[src/rtl/switch_move_conditioner_pkg.sv]
// -----------------------------------------------------------------------------
// switch_move_conditioner_pkg
//   Shared definitions for the switch move conditioner:
//     - chan_state_t : per-channel press/repeat FSM encoding
//     - default timing constants (25 MHz clock)
//     - channel ordering within the 4-bit vectors used by the top level
// -----------------------------------------------------------------------------
package switch_move_conditioner_pkg;

    typedef enum logic [1:0] {
        IDLE   = 2'd0,
        HOLD   = 2'd1,
        REPEAT = 2'd2
    } chan_state_t;

    // 10 ms debounce, 300 ms first repeat, 150 ms repeat period at 25 MHz.
    localparam int DEFAULT_DEBOUNCE_CYCLES = 250000;
    localparam int DEFAULT_REPEAT_DELAY    = 7500000;
    localparam int DEFAULT_REPEAT_PERIOD   = 3750000;

    localparam int NUM_SWITCHES = 4;

    // Bit positions inside the {right,left,down,up} vectors.
    localparam int CH_UP    = 0;
    localparam int CH_DOWN  = 1;
    localparam int CH_LEFT  = 2;
    localparam int CH_RIGHT = 3;

endpackage

[src/rtl/switch_move_conditioner_channel.sv]
// -----------------------------------------------------------------------------
// switch_channel
//   One switch lane: 2-flop synchroniser, counting debouncer and the
//   press / auto-repeat FSM.
//
//   Ports:
//     clk    in   system clock
//     reset  in   asynchronous active-high reset
//     raw    in   raw asynchronous switch level (active-high)
//     pulse  out  combinational request, one cycle wide; the top level
//                 registers it, so it must not be used unregistered elsewhere
//     level  out  debounced (stable) switch level
// -----------------------------------------------------------------------------
module switch_channel
    import switch_move_conditioner_pkg::*;
#(
    parameter int DEBOUNCE_CYCLES = DEFAULT_DEBOUNCE_CYCLES,
    parameter int REPEAT_DELAY    = DEFAULT_REPEAT_DELAY,
    parameter int REPEAT_PERIOD   = DEFAULT_REPEAT_PERIOD
) (
    input  logic clk,
    input  logic reset,
    input  logic raw,
    output logic pulse,
    output logic level
);

    // Guard against zero-width vectors for degenerate parameter values.
    localparam int DB_W = (DEBOUNCE_CYCLES > 0) ? $clog2(DEBOUNCE_CYCLES + 1) : 1;
    localparam int TM_W = (REPEAT_DELAY > 1)    ? $clog2(REPEAT_DELAY)        : 1;

    localparam logic [DB_W-1:0] DB_LAST     = DB_W'(DEBOUNCE_CYCLES - 1);
    localparam logic [TM_W-1:0] DELAY_LOAD  = TM_W'(REPEAT_DELAY - 1);
    localparam logic [TM_W-1:0] PERIOD_LOAD = TM_W'(REPEAT_PERIOD - 1);

    // -------------------------------------------------------------------------
    // Synchroniser: sync_reg[1] is the only view of the switch used below.
    // -------------------------------------------------------------------------
    logic [1:0] sync_reg;

    always_ff @(posedge clk or posedge reset) begin
        if (reset) begin
            sync_reg <= '0;
        end else begin
            sync_reg <= {sync_reg[0], raw};
        end
    end

    // -------------------------------------------------------------------------
    // Debouncer: the synchronised level must differ from the accepted level
    // for DEBOUNCE_CYCLES consecutive cycles before it is accepted. Any cycle
    // where they agree (e.g. a one-cycle glitch ending) restarts the count.
    // -------------------------------------------------------------------------
    logic [DB_W-1:0] db_cnt_reg;
    logic            stable_reg;

    always_ff @(posedge clk or posedge reset) begin
        if (reset) begin
            db_cnt_reg <= '0;
            stable_reg <= 1'b0;
        end else if (sync_reg[1] == stable_reg) begin
            db_cnt_reg <= '0;
        end else if (db_cnt_reg == DB_LAST) begin
            stable_reg <= sync_reg[1];
            db_cnt_reg <= '0;
        end else begin
            db_cnt_reg <= db_cnt_reg + 1'b1;
        end
    end

    assign level = stable_reg;

    // -------------------------------------------------------------------------
    // Press / repeat FSM.
    // IDLE is only entered from reset or on release, where stable is 0, so
    // "stable high while IDLE" is exactly a 0->1 edge of the debounced level.
    // A switch held through reset therefore counts as a fresh press.
    // -------------------------------------------------------------------------
    chan_state_t     state_reg, state_next;
    logic [TM_W-1:0] timer_reg, timer_next;

    always_ff @(posedge clk or posedge reset) begin
        if (reset) begin
            state_reg <= IDLE;
            timer_reg <= '0;
        end else begin
            state_reg <= state_next;
            timer_reg <= timer_next;
        end
    end

    always_comb begin
        state_next = state_reg;
        timer_next = timer_reg;
        pulse      = 1'b0;
        case (state_reg)
            IDLE: begin
                if (stable_reg) begin
                    pulse      = 1'b1;
                    timer_next = DELAY_LOAD;
                    state_next = HOLD;
                end
            end
            HOLD, REPEAT: begin
                // Release wins over an expiring timer in the same cycle.
                if (!stable_reg) begin
                    state_next = IDLE;
                end else if (timer_reg == '0) begin
                    pulse      = 1'b1;
                    timer_next = PERIOD_LOAD;
                    state_next = REPEAT;
                end else begin
                    timer_next = timer_reg - 1'b1;
                end
            end
            default: begin
                state_next = IDLE;
            end
        endcase
    end

endmodule

[src/rtl/switch_move_conditioner.sv]
// -----------------------------------------------------------------------------
// switch_move_conditioner
//   Turns the four raw board switches into clean one-cycle move requests for
//   the frog position logic, with debounce and auto-repeat while held.
//   Contradictory pairs (up+down, left+right) are suppressed while both
//   debounced levels are high; perpendicular pairs pass through.
//
//   Ports:
//     clk         in   system clock (25 MHz)
//     reset       in   asynchronous active-high reset
//     switch1..4  in   raw switches: up, down, left, right (active-high)
//     move_up     out  one-cycle move request
//     move_down   out  one-cycle move request
//     move_left   out  one-cycle move request
//     move_right  out  one-cycle move request
//     held        out  registered debounced levels {right,left,down,up}
// -----------------------------------------------------------------------------
module switch_move_conditioner
    import switch_move_conditioner_pkg::*;
#(
    parameter int DEBOUNCE_CYCLES = DEFAULT_DEBOUNCE_CYCLES,
    parameter int REPEAT_DELAY    = DEFAULT_REPEAT_DELAY,
    parameter int REPEAT_PERIOD   = DEFAULT_REPEAT_PERIOD
) (
    input  logic       clk,
    input  logic       reset,
    input  logic       switch1,
    input  logic       switch2,
    input  logic       switch3,
    input  logic       switch4,
    output logic       move_up,
    output logic       move_down,
    output logic       move_left,
    output logic       move_right,
    output logic [3:0] held
);

    logic [NUM_SWITCHES-1:0] raw;
    logic [NUM_SWITCHES-1:0] pulse;
    logic [NUM_SWITCHES-1:0] level;
    logic [NUM_SWITCHES-1:0] move_next;
    logic [NUM_SWITCHES-1:0] move_reg;
    logic [NUM_SWITCHES-1:0] held_reg;

    assign raw = {switch4, switch3, switch2, switch1};

    genvar gi;
    generate
        for (gi = 0; gi < NUM_SWITCHES; gi++) begin : g_chan
            switch_channel #(
                .DEBOUNCE_CYCLES (DEBOUNCE_CYCLES),
                .REPEAT_DELAY    (REPEAT_DELAY),
                .REPEAT_PERIOD   (REPEAT_PERIOD)
            ) u_chan (
                .clk   (clk),
                .reset (reset),
                .raw   (raw[gi]),
                .pulse (pulse[gi]),
                .level (level[gi])
            );
        end
    endgenerate

    // The mask is evaluated on the same debounced levels that are being
    // registered into held, so a move output and the held value visible in
    // the same cycle always agree. Masked pulses are simply dropped; the
    // channel FSMs keep their own schedule.
    always_comb begin
        move_next = pulse;
        if (level[CH_UP] && level[CH_DOWN]) begin
            move_next[CH_UP]   = 1'b0;
            move_next[CH_DOWN] = 1'b0;
        end
        if (level[CH_LEFT] && level[CH_RIGHT]) begin
            move_next[CH_LEFT]  = 1'b0;
            move_next[CH_RIGHT] = 1'b0;
        end
    end

    always_ff @(posedge clk or posedge reset) begin
        if (reset) begin
            move_reg <= '0;
            held_reg <= '0;
        end else begin
            move_reg <= move_next;
            held_reg <= level;
        end
    end

    assign move_up    = move_reg[CH_UP];
    assign move_down  = move_reg[CH_DOWN];
    assign move_left  = move_reg[CH_LEFT];
    assign move_right = move_reg[CH_RIGHT];
    assign held       = held_reg;

endmodule

[config.mk]
export PLATFORM = sky130hd
export DESIGN_NAME = switch_move_conditioner
export DESIGN_NICKNAME = d
export VERILOG_FILES = /design/src/rtl/switch_move_conditioner_pkg.sv /design/src/rtl/switch_move_conditioner_channel.sv /design/src/rtl/switch_move_conditioner.sv
export SDC_FILE = /design/constraint.sdc
export NUM_CORES = 1
export LEC_CHECK = 0
export ABC_AREA = 1
export BUFFER_PORTS_ARGS = -buffer_cell sky130_fd_sc_hd__buf_2
export CORE_MARGIN = 2
export CORE_UTILIZATION = 60
export DETAILED_ROUTE_END_ITERATION = 8
export MAX_ROUTING_LAYER = met4
export PLACE_DENSITY = 0.76
export SETUP_SLACK_MARGIN = 0.5
export SLEW_MARGIN = 20
export SYNTH_ARGS = -nofsm -noshare
export SYNTH_HDL_FRONTEND = slang
export SYNTH_SLANG_ARGS = --single-unit
[constraint.sdc]
create_clock -name clk -period 7 [get_ports clk]
set_input_delay 0.35 -clock clk [delete_from_list [all_inputs] [get_ports clk]]
set_output_delay 0.35 -clock clk [all_outputs]
set_load 0.05 [all_outputs]
==> results of run 1 <==
-- power by group --
group	leakage (nW)	switching (mW)	internal [mW]	total [mW]
clock network	0.250	0.408	0.472	0.880
registers	2.65	0.00744	1.12	1.12
logic	3.62	0.0342	0.00784	0.0421
total	6.53	0.450	1.60	2.05
-- per-layer routing --
layer  vias up  routed length (microns)  track usage [%]
met5         -                        0                -
met4         0                      269             6.93
met3        27                      921             4.07
met2       196                    11100             41.5
met1      4554                    11500             35.3
li1       5046                        -                -
-- cell type report --
| cell class | instances | area [sq um] |
|---|---|---|
| clock inverters | 8 | 58.8 |
| clock buffers | 23 | 468 |
| inverters | 220 | 846 |
| fillers | 1612 | 6470 |
| well taps | 234 | 293 |
| multi-input cells | 1156 | 5740 |
| flip-flops and latches | 192 | 4800 |
| repair buffers | 15 | 80.1 |
-- cells in the final DEF (no fill, tap or decap), types with 13 or more instances in the layout --
master     count
a21oi_1       30
buf_2         13
clkbuf_16     17
dfrtp_1      192
ha_1          24
inv_1        203
nand2_1      372
nand3_1      136
nand3b_1      13
nand4_1       42
nor2_1       279
nor2_2        33
nor3_1        57
o21ai_0       33
xor2_1        48
-- cell families (layout without fill, tap and decap cells) --
| family | count (synthesis) | after routing | synth area share [%] |
|---|---|---|---|
| fa+ha+maj | 24 | 24 | 2.61 |
| simple gates | 984 | 984 | 38.5 |
| xor+xnor | 59 | 59 | 4.49 |
| compound gates | 89 | 89 | 4.34 |
| buf+inv | 235 | 266 | 8.30 |
| flops | 192 | 192 | 41.8 |
-- worst paths after layout --
| kind | startpoint | end | slack [ps] | depth (start not counted) |
|---|---|---|---|---|
| max | g_chan[0].u_chan.state_reg[0]$_DFFE_PP0P_ | g_chan[0].u_chan.timer_reg[10]$_DFFE_PP0P_ | 4800 | 10 |
| min | switch4 | g_chan[3].u_chan.sync_reg[0]$_DFF_PP0_ | 20 | 1 |
| max reg2reg | g_chan[0].u_chan.state_reg[0]$_DFFE_PP0P_ | g_chan[0].u_chan.timer_reg[10]$_DFFE_PP0P_ | 4800 | 10 |
| min reg2reg | g_chan[1].u_chan.sync_reg[0]$_DFF_PP0_ | g_chan[1].u_chan.sync_reg[1]$_DFF_PP0_ | 350 | 0 |
| max in group asynchronous | reset | g_chan[2].u_chan.sync_reg[0]$_DFF_PP0_ | 5520 | 3 |
| min in group asynchronous | reset | g_chan[1].u_chan.timer_reg[5]$_DFFE_PP0P_ | 60 | 2 |
-- stage by stage --
step | hold WS (ps) | power (mW)
floorplan | 331 | 1.18
global placement | 332 | 1.19
detailed placement | 340 | 1.19
CTS | 6.77 | 2.07
global route | 0.0707 | 2.13
finish | 16.3 | 2.05
-- critical path, cell delays in order (launching register included) --
cell and delay, ps:
dfrtp_1 370, inv_1 70, ha_1 370, inv_2 150, nor2_2 50, nor2_2 130, nand2_4 120, inv_6 200
nand2_1 370, inv_1 180, nor2_1 60
==> results.py, run 1 <==
metrics = {
    "routing": {
        "wl_mm": 23.8,
        "first_iter_violations": 725,
        "drc": 0,
        "vias": 9823,
        "dr.pass1.iters": 5,
        "antenna_left": 0,
        "avgViaCountPerCell": 5.32,
        "wire_per_inst_microns": 12.9,
    },
    "grt": {
        "grt_start_max_net_pins": 114,
        "grt-ovfl-total": 0,
        "antenna_found_initial": 0,
        "grt_pass1_vias": 9306,
        "globalRouteTotalUtil_pct": 26.1,
        "grt_pass1_wl_mm": 42.4,
    },
    "run_status": {
        "status": "completed",
    },
    "timing": {
        "drv_slew": 0,
        "relSlewSlack_pct": 37.1,
        "tightest_slew_ps": 943,
        "hold_viol": 0,
        "fin_tns_setup_ps": 0,
        "finalSetupViolations": 0,
        "setup_ws_ps": 4800,
        "fmax_mhz": 455,
        "fin_skew_ps": 9.71,
        "rsz0062_at_grt": "false",
        "period_needed_ps": 2200,
        "fin_crit_sh_pct": 31.4,
    },
    "synth": {
        "synth_cell_types": 46,
        "ys_ff_latch": 192,
        "syn_inst": 1583,
        "synth.most_common_cell": "nand2_1",
        "syn_area_per_cell_sq_um": 7.27,
        "syn_nets": 1613,
        "synth_area_sq_um": 11500,
        "yosysTopAreaCellShare_pct": 41.8,
        "ys_warn_count": 0,
        "async_flop_share_pct": 100,
        "synthTopCellsByArea": "dfrtp_1, nand2_1, nor2_1, inv_1, nand3_1",
        "synth_edf_count": 0,
        "yosysSeqAreaShare_pct": 41.8,
        "synth_area_leader_cell": "dfrtp_1",
        "synth_commonest_cells": "nand2_1, nor2_1, inv_1, dfrtp_1, nand3_1",
        "synth_ff_type": "dfrtp_1",
    },
    "place": {
        "post_dp_cell_area_sq_um": 11800,
        "dp_hpwl_mm": 17.1,
        "io_buffers": 13,
        "pre_cts_ws_ps": 4820,
        "place_congestion": 0.891,
        "dp.cells": 1817,
    },
    "worst_setup_path": {
        "path_class": "reg2reg",
        "crit_required_ps": 7320,
        "critPathLaunchType": "flip-flop",
        "end_kind": "flip-flop",
        "critPathMaxFanout": 21,
        "cp.arrival_ps": 2520,
    },
    "flow_run": {
        "max_cap_viol_count": 0,
    },
    "power_and_ir_drop": {
        "ir_worst_vdd_v": 0.000166,
        "leakage_nw": 6.53,
        "p_per_area_nw_per_um2": 166,
    },
    "clock_tree": {
        "numCtsBuffers": 17,
        "cts_root_buf": "clkbuf_16",
        "cts_resized": 0,
        "worstSkewPairLatency_ps": 440,
        "cts_max_path_buffers": 2,
        "post_cts_buffers": 0,
        "postCtsHoldBufs": 0,
        "cts-htree-levels": 4,
        "cts.reportedPaths.clkPinSlew_ps": 70,
        "cts_tree": "yes",
        "cts.sinks": 192,
    },
    "layout": {
        "area_delta_synth_final_pct": 6.87,
        "diodes": 0,
        "drive_above_1_share_pct": 8.18,
        "largest_reg_flops": 92,
        "final_nets": 1632,
        "instances_no_fill": 1848,
        "final_util_pct": 65.5,
        "final_area_sq_um": 12300,
    },
    "die": {
        "core_sq_um": 18800,
        "die-area_sq_um": 20300,
        "rows": 50,
        "die_y_microns": 142,
        "initial_core_util_pct": 61.3,
        "ios": 14,
        "chipWidth_microns": 142,
    },
    "min_path": {
        "hold_class": "in2reg",
    },
}
Power figures use the tool's default switching activity.
==> run 2, diff against run 1 <==
clock period = 2.1 ns   (was 7 ns; I/O delays follow)
==> run 2 against run 1 <==
  * Highest routed layer unchanged
  * Utilization is 12 points higher
  * Total power rose to 3.4 times the previous value
  * Via count grew 13%
  * Sequential share of layout area down 6.2 points
  * Count of clock-buffer cells in the layout decreased by 5
  * Largest power group unchanged
==> results.py, run 2 (synthesis gave the netlist of run 1 again) <==
metrics = {
    "routing": {
        "dr.pass1.iters": 8,
        "avgViaCountPerCell": 5.60,
        "vias": 11100,
        "antenna_left": 0,
        "drc": 0,
        "wl_mm": 29.9,
        "first_iter_violations": 934,
        "wire_per_inst_microns": 15.1,
    },
    "grt": {
        "grt_pass1_vias": 9874,
        "grt_start_max_net_pins": 57,
        "grt-ovfl-total": 0,
        "globalRouteTotalUtil_pct": 27.7,
        "grt_pass1_wl_mm": 44.8,
        "antenna_found_initial": 0,
    },
    "worst_setup_path": {
        "end_kind": "flip-flop",
        "rr_startpoint": "g_chan[3].u_chan.timer_reg[2]$_DFFE_PP0P_",
        "cp-startpoint": "g_chan[3].u_chan.timer_reg[2]$_DFFE_PP0P_",
        "critPathMaxFanout": 5,
        "cp.arrival_ps": 2060,
        "path_class": "reg2reg",
        "critPathLaunchType": "flip-flop",
        "crit_required_ps": 2430,
    },
    "layout": {
        "drive_above_1_share_pct": 26.7,
        "area_delta_synth_final_pct": 27.2,
        "final_common_cell": "nand2_1",
        "diodes": 0,
        "final_area_sq_um": 14600,
        "instances_no_fill": 1975,
        "final_util_pct": 78.0,
        "final_cell_mix": "nand2_1, nor2_1, dfrtp_1",
        "final_nets": 1759,
        "largest_reg_flops": 92,
    },
    "die": {
        "rows": 50,
        "die_y_microns": 142,
        "ios": 14,
        "die-area_sq_um": 20300,
        "chipWidth_microns": 142,
        "initial_core_util_pct": 61.3,
        "core_sq_um": 18800,
    },
    "place": {
        "place_congestion": 0.954,
        "post_dp_cell_area_sq_um": 11900,
        "pre_cts_ws_ps": 147,
        "dp_hpwl_mm": 17.9,
        "io_buffers": 13,
        "dp.cells": 1828,
    },
    "timing": {
        "fmax_mhz": 578,
        "setup_ws_ps": 369,
        "fin_crit_sh_pct": 82.4,
        "fin_tns_setup_ps": 0,
        "relSlewSlack_pct": 65.2,
        "hold_ws_ps": 254,
        "hold_viol": 0,
        "tightest_slew_ps": 521,
        "drv_slew": 0,
        "rsz0062_at_grt": "true",
        "finalSetupViolations": 0,
        "period_needed_ps": 1730,
        "fin_skew_ps": 11.7,
    },
    "run_status": {
        "status": "completed",
    },
    "clock_tree": {
        "numCtsBuffers": 17,
        "cts-htree-levels": 4,
        "cts_root_buf": "clkbuf_16",
        "worstSkewPairLatency_ps": 430,
        "cts.reportedPaths.clkPinSlew_ps": 70,
        "cts_tree": "yes",
        "cts.sinks": 192,
        "cts_max_path_buffers": 2,
    },
    "power_and_ir_drop": {
        "p_per_area_nw_per_um2": 474,
        "total_power_mw": 6.94,
        "ir_worst_vdd_v": 0.000523,
        "leakage_nw": 7.50,
    },
    "min_path": {
        "hold_class": "in2async",
    },
    "flow_run": {
        "max_cap_viol_count": 0,
    },
}
## run 2: cell types whose count changed in the layout (fill, tap and decap cells not counted), sizes merged
| cell | previous run | this run |
|---|---|---|
| clkbuf | 23 | 18 |
| nand2 | 387 | 389 |
| clkinv | 6 | 7 |
| clkinvlp | 3 | 5 |
| buf | 15 | 132 |
| dlygate4sd3 | 0 | 5 |
| inv | 219 | 224 |
## run 2: timing repair
action                     4_1_cts  5_1_grt
pin swaps                       28       97
hold endpoints to repair        19        0
gates cloned                     5        1
setup buffers                   50       55
resized for setup               74      265
setup endpoints to repair      127      145
hold buffers                     5        0
## run 2: critical path: stages, from the launching register on
cell,delay [ps]
dfrtp_1,430
nor2_1,120
nand2_1,130
inv_2,160
nand2_1,110
nor2_2,220
nand3b_1,150
nand2_1,110
nand2_1,80
nand2_1,70
inv_1,40
## run 2: area by class of cell
class | count | area (sq um)
well taps | 234 | 293
clock buffers | 18 | 429
repair inverters | 3 | 26.3
flip-flops and latches | 192 | 4810
inverters | 220 | 891
multi-input cells | 1158 | 6830
repair buffers | 137 | 1240
clock inverters | 13 | 110
fillers | 1246 | 4130
## run 2: worst paths after layout
check,to,slack (ps),cells after the start
max,g_chan[3].u_chan.timer_reg[17]$_DFFE_PP0P_,370,10
min,g_chan[0].u_chan.timer_reg[7]$_DFFE_PP0P_,250,3
max reg2reg,g_chan[3].u_chan.timer_reg[17]$_DFFE_PP0P_,370,10
min reg2reg,g_chan[1].u_chan.sync_reg[1]$_DFF_PP0_,350,0
max in group asynchronous,g_chan[2].u_chan.timer_reg[11]$_DFFE_PP0P_,1210,4
min in group clk,g_chan[3].u_chan.sync_reg[0]$_DFF_PP0_,310,2
## run 2: report_power, final
group / switching (mW) / leakage, nW / internal (mW)
sequential: 0.0231 / 2.64 / 3.72
clock: 1.47 / 0.253 / 1.54
combinational: 0.129 / 4.60 / 0.0619
total: 1.62 / 7.50 / 5.32
## run 2: routing by layer
metal | part of all wire [%] | wire, microns | track usage (%)
met5 | 0 | 0 | -
met4 | 2.7 | 799 | 8.18
met3 | 5.2 | 1540 | 3.84
met2 | 50 | 15000 | 45.2
met1 | 42 | 12500 | 36.3
==> run 3, diff against run 2 <==
ABC_AREA = 0   (was 1)
CORE_UTILIZATION = 57   (was 60)
clock period = 1.5 ns   (was 2.1 ns; I/O delays follow)
==> run 3 against run 2 <==
  * The flow now stops in 5_1_grt
  * Synthesized area decreased by 13%
  * Synthesized cell count decreased by 32%
==> results.py, run 3 <==
metrics = {
    "grt": {
        "globalRouteTotalUtil_pct": 100,
        "grt_start_max_net_pins": 49,
        "grt-ovfl-total": 1537,
    },
    "synth": {
        "synth_ff_type": "dfrtp_1",
        "async_flop_share_pct": 100,
        "syn_inst": 1070,
        "synth.most_common_cell": "dfrtp_1",
        "synth_top_family_by_area": "simple AND/OR/NAND/NOR gates",
        "synth_commonest_cells": "dfrtp_1, nor2_1, o21ai_0, nand2_1, nor3_1",
        "synth_area_leader_cell": "dfrtp_1",
        "synthXorXnorAreaFrac_pct": 6.18,
        "syn_nets": 1100,
        "ys_ff_latch": 192,
        "synthAdderAreaFrac_pct": 2.99,
        "synth_compound_area_share_pct": 16.2,
        "synth_simple_gate_area_share_pct": 22.5,
        "ys_warn_count": 0,
        "yosysTopAreaCellShare_pct": 47.8,
        "synthTopCellsByArea": "dfrtp_1, nor2_1, o21ai_0, xor2_1, ha_1",
        "synth_cell_types": 60,
        "synth_area_sq_um": 10100,
        "yosysSeqAreaShare_pct": 47.8,
        "synth_edf_count": 0,
        "syn_area_per_cell_sq_um": 9.40,
        "muxShareOfSynthArea_pct": 1.19,
    },
    "timing": {
        "grt-worst-endpoint": "g_chan[2].u_chan.timer_reg[22]$_DFFE_PP0P_/D",
        "endpoint_type": "sequential cell input",
    },
    "run_status": {
        "haltStage": "5_1_grt",
        "status": "did not finish",
        "first-error": "[ERROR GRT-0232] Routing congestion too high. Check the congestion heatmap in the GUI.",
    },
    "place": {
        "dp_hpwl_mm": 18.8,
        "place_congestion": 0.875,
        "post_dp_cell_area_sq_um": 13400,
        "io_buffers": 13,
    },
    "die": {
        "rows": 48,
        "ios": 14,
        "chipWidth_microns": 137,
        "die_y_microns": 137,
        "initial_core_util_pct": 58.2,
    },
    "clock_tree": {
        "cts.sinks": 192,
        "cts_max_path_buffers": 2,
        "cts_root_buf": "clkbuf_16",
        "numCtsBuffers": 17,
        "cts-htree-levels": 4,
    },
}
==> run 3: cells by family after synthesis <==
family	count (synthesis)
XOR/XNOR	71
multiplexers	11
buffers and inverters	84
AO/OA/AOI/OAI	248
adder cells (fa/ha/maj)	24
AND/OR/NAND/NOR	440
flip-flops	192
==> run 3: what timing repair did <==
| item | 4_1_cts |
|---|---|
| pin swaps | 111 |
| hold endpoints to repair | 73 |
| gates cloned | 8 |
| resized for setup | 270 |
| setup buffers | 55 |
| setup endpoints to repair | 188 |
| hold buffers | 5 |
==> run 3: per-stage QoR <==
stage,hold WS [ps],TNS (ps),util (%),cells,setup slack [ps]
floorplan,106,-240320,-,1070,-1050
global placement,108,-45290,77.2,1594,-785
detailed placement,107,-53940,77.2,1594,-799
CTS,197,-48570,91.3,1694,-808
==> run 3: layer usage <==
layer  overflow  track usage (%)
met1         18             88.3
met5          -                -
met3         10             69.2
met4        278              110
met2       1231              133
==> run 4, diff against run 3 <==
CORE_UTILIZATION = 40   (was 57)
MAX_ROUTING_LAYER = default   (was met4)
PLACE_DENSITY = default   (was 0.76)
PLACE_DENSITY_LB_ADDON = 0.15   (was default)
SETUP_SLACK_MARGIN = default   (was 0.5)
clock period = 2 ns   (was 1.5 ns; I/O delays follow)
==> run 4 against run 3 <==
  * The flow now finishes, with violations (setup timing)
  * Synthesized area stayed put
  * Synthesized cell count unchanged
==> results.py, run 4 <==
metrics = {
    "timing": {
        "fmax_mhz": 457,
        "drv_slew": 0,
        "fin_tns_setup_ps": -3060,
        "relSlewSlack_pct": 62.4,
        "fin_crit_sh_pct": 110,
        "tightest_slew_ps": 563,
        "rsz0062_at_grt": "true",
        "hold_viol": 0,
        "setup_ws_ps": -190,
        "fin_skew_ps": 11.4,
        "finalSetupViolations": 25,
        "period_needed_ps": 2190,
    },
    "layout": {
        "final_cell_mix": "dfrtp_1, buf_4, nor2_1",
        "final_area_sq_um": 13000,
        "area_delta_synth_final_pct": 29.0,
        "diodes": 0,
        "final_util_pct": 52.0,
        "final_common_cell": "dfrtp_1",
        "drive_above_1_share_pct": 26.4,
        "fillers": 2366,
        "final_nets": 1277,
        "largest_reg_flops": 92,
    },
    "synth": {
        "synth_area_sq_um": 10100,
        "synth_area_leader_cell": "dfrtp_1",
        "synth_commonest_cells": "dfrtp_1, nor2_1, o21ai_0, nand2_1, nor3_1",
        "yosysTopAreaCellShare_pct": 47.8,
        "ys_warn_count": 0,
        "synth_cell_types": 60,
        "synthTopCellsByArea": "dfrtp_1, nor2_1, o21ai_0, xor2_1, ha_1",
        "synth_edf_count": 0,
        "synth_ff_type": "dfrtp_1",
        "ys_ff_latch": 192,
        "synth.most_common_cell": "dfrtp_1",
        "syn_inst": 1070,
        "yosysSeqAreaShare_pct": 47.8,
        "syn_area_per_cell_sq_um": 9.40,
        "async_flop_share_pct": 100,
        "syn_nets": 1100,
    },
    "die": {
        "chipWidth_microns": 163,
        "ios": 14,
        "die-area_sq_um": 26400,
        "initial_core_util_pct": 40.3,
        "die_y_microns": 163,
        "rows": 58,
        "core_sq_um": 25000,
    },
    "worst_setup_path": {
        "path_class": "reg2reg",
        "critPathLaunchType": "flip-flop",
        "crit_required_ps": 2290,
        "critPathMaxFanout": 6,
        "cp.arrival_ps": 2480,
        "end_kind": "flip-flop",
    },
    "power_and_ir_drop": {
        "p_seq_share_pct": 53.3,
        "p_per_area_nw_per_um2": 568,
        "internal-power_mw": 5.72,
        "p_comb_share_pct": 2.4,
        "ir_worst_vdd_v": 0.000456,
        "leakage_nw": 5.84,
        "switching_share_pct": 22.4,
        "clockPowerShare_pct": 44.3,
        "p_switching_mw": 1.65,
    },
    "clock_tree": {
        "cts.sinks": 192,
        "cts_max_path_buffers": 2,
        "worstSkewPairLatency_ps": 430,
        "cts_root_buf": "clkbuf_16",
        "cts-htree-levels": 4,
        "cts_tree": "yes",
        "numCtsBuffers": 17,
        "cts.reportedPaths.clkPinSlew_ps": 70,
    },
    "grt": {
        "grt_start_max_net_pins": 53,
        "grt_pass1_wl_mm": 39.5,
        "globalRouteTotalUtil_pct": 18.1,
        "grt_pass1_vias": 8378,
        "antenna_found_initial": 0,
        "grt-ovfl-total": 0,
    },
    "run_status": {
        "status": "finished, violations left",
        "violations": "setup timing",
    },
    "routing": {
        "avgViaCountPerCell": 5.33,
        "wl_mm": 22.8,
        "antenna_left": 0,
        "first_iter_violations": 436,
        "vias": 8468,
        "drc": 0,
        "wire_per_inst_microns": 14.3,
        "dr.pass1.iters": 5,
    },
    "place": {
        "place_congestion": 0.789,
        "dp_hpwl_mm": 15.6,
        "io_buffers": 13,
        "post_dp_cell_area_sq_um": 11800,
    },
    "min_path": {
        "hold_class": "in2async",
    },
    "flow_run": {
        "max_cap_viol_count": 0,
    },
}
==> run 4: cell counts after synthesis <==
No cell type changed its count.
==> run 4: kinds of logic after synthesis <==
family          after synthesis  synth area share (%)
xor+xnor                     71                  6.18
buf+inv                      84                  3.17
compound gates              248                  16.2
simple gates                440                  22.5
fa+ha+maj                    24                  2.99
mux                          11                  1.19
flops                       192                  47.8
==> run 4: through the flow <==
stage | power, mW | worst slack [ps] | hold WS [ps] | instances
finish | 7.37 | -190 | 271 | 1589
global route | 7.70 | -261 | 294 | 1589
CTS | 7.51 | -204 | 268 | 1577
detailed placement | 4.18 | -394 | 194 | 1533
global placement | 4.18 | -346 | 197 | 1533
floorplan | 4.11 | -576 | 131 | 1070
==> run 4: power groups by stage <==
stage / logic (mW) / clock network [mW] / registers (mW)
2_1_floorplan: 0.112 / 0 / 4.00
3_3_place_gp: 0.175 / 0 / 4.01
3_5_place_dp: 0.175 / 0 / 4.01
4_1_cts: 0.184 / 3.39 / 3.93
5_1_grt: 0.207 / 3.56 / 3.93
6_report: 0.175 / 3.26 / 3.93
==> run 4: worst paths after layout <==
kind	from	to	slack (ps)	cells after the start
worst max-delay path	g_chan[2].u_chan.timer_reg[17]$_DFFE_PP0P_	g_chan[2].u_chan.timer_reg[22]$_DFFE_PP0P_	-190	5
worst min-delay path	reset	g_chan[2].u_chan.db_cnt_reg[13]$_DFF_PP0_	270	3
worst max register to register	g_chan[2].u_chan.timer_reg[17]$_DFFE_PP0P_	g_chan[2].u_chan.timer_reg[22]$_DFFE_PP0P_	-190	5
worst min register to register	g_chan[2].u_chan.sync_reg[0]$_DFF_PP0_	g_chan[2].u_chan.sync_reg[1]$_DFF_PP0_	350	0
max in group asynchronous	reset	g_chan[1].u_chan.timer_reg[17]$_DFFE_PP0P_	1070	4
min in group clk	switch3	g_chan[2].u_chan.sync_reg[0]$_DFF_PP0_	310	2
==> run 4: critical path: stages (launching register included) <==
cell and delay [ps]:
dfrtp_1 380, or4_4 530, or3_4 400, or3_1 420, o41ai_2 220, o21ai_1 110
==> run 4: layout make-up <==
type                            instances  area [sq um]  share of cell area [%]
Inverter                               46           176                    1.36
Multi-Input combinational cell        794          5460                    42.1
Clock inverter                         12           110                   0.848
Clock buffer                           19           443                    3.41
Tap cell                              330           413                    3.18
Sequential cell                       192          4810                    37.1
Timing Repair Buffer                  196          1560                    12.1
==> run 4: what timing repair did <==
action,CTS,global route
setup buffers,8,12
hold buffers,5,0
endpoints found under the setup margin,31,83
endpoints found under the hold margin,20,0
pin swaps,15,22
cloned,0,1
gates resized for setup,29,58
==> run 4: routing by layer <==
layer	up-vias	routed length (microns)	part of all wire (%)	track usage (%)
li1	4235	-	-	-
met1	4124	11400	50	25.0
met2	95	10600	47	30.0
met3	14	606	2.7	3.18
met4	0	165	0.73	4.10
met5	-	0	0	0
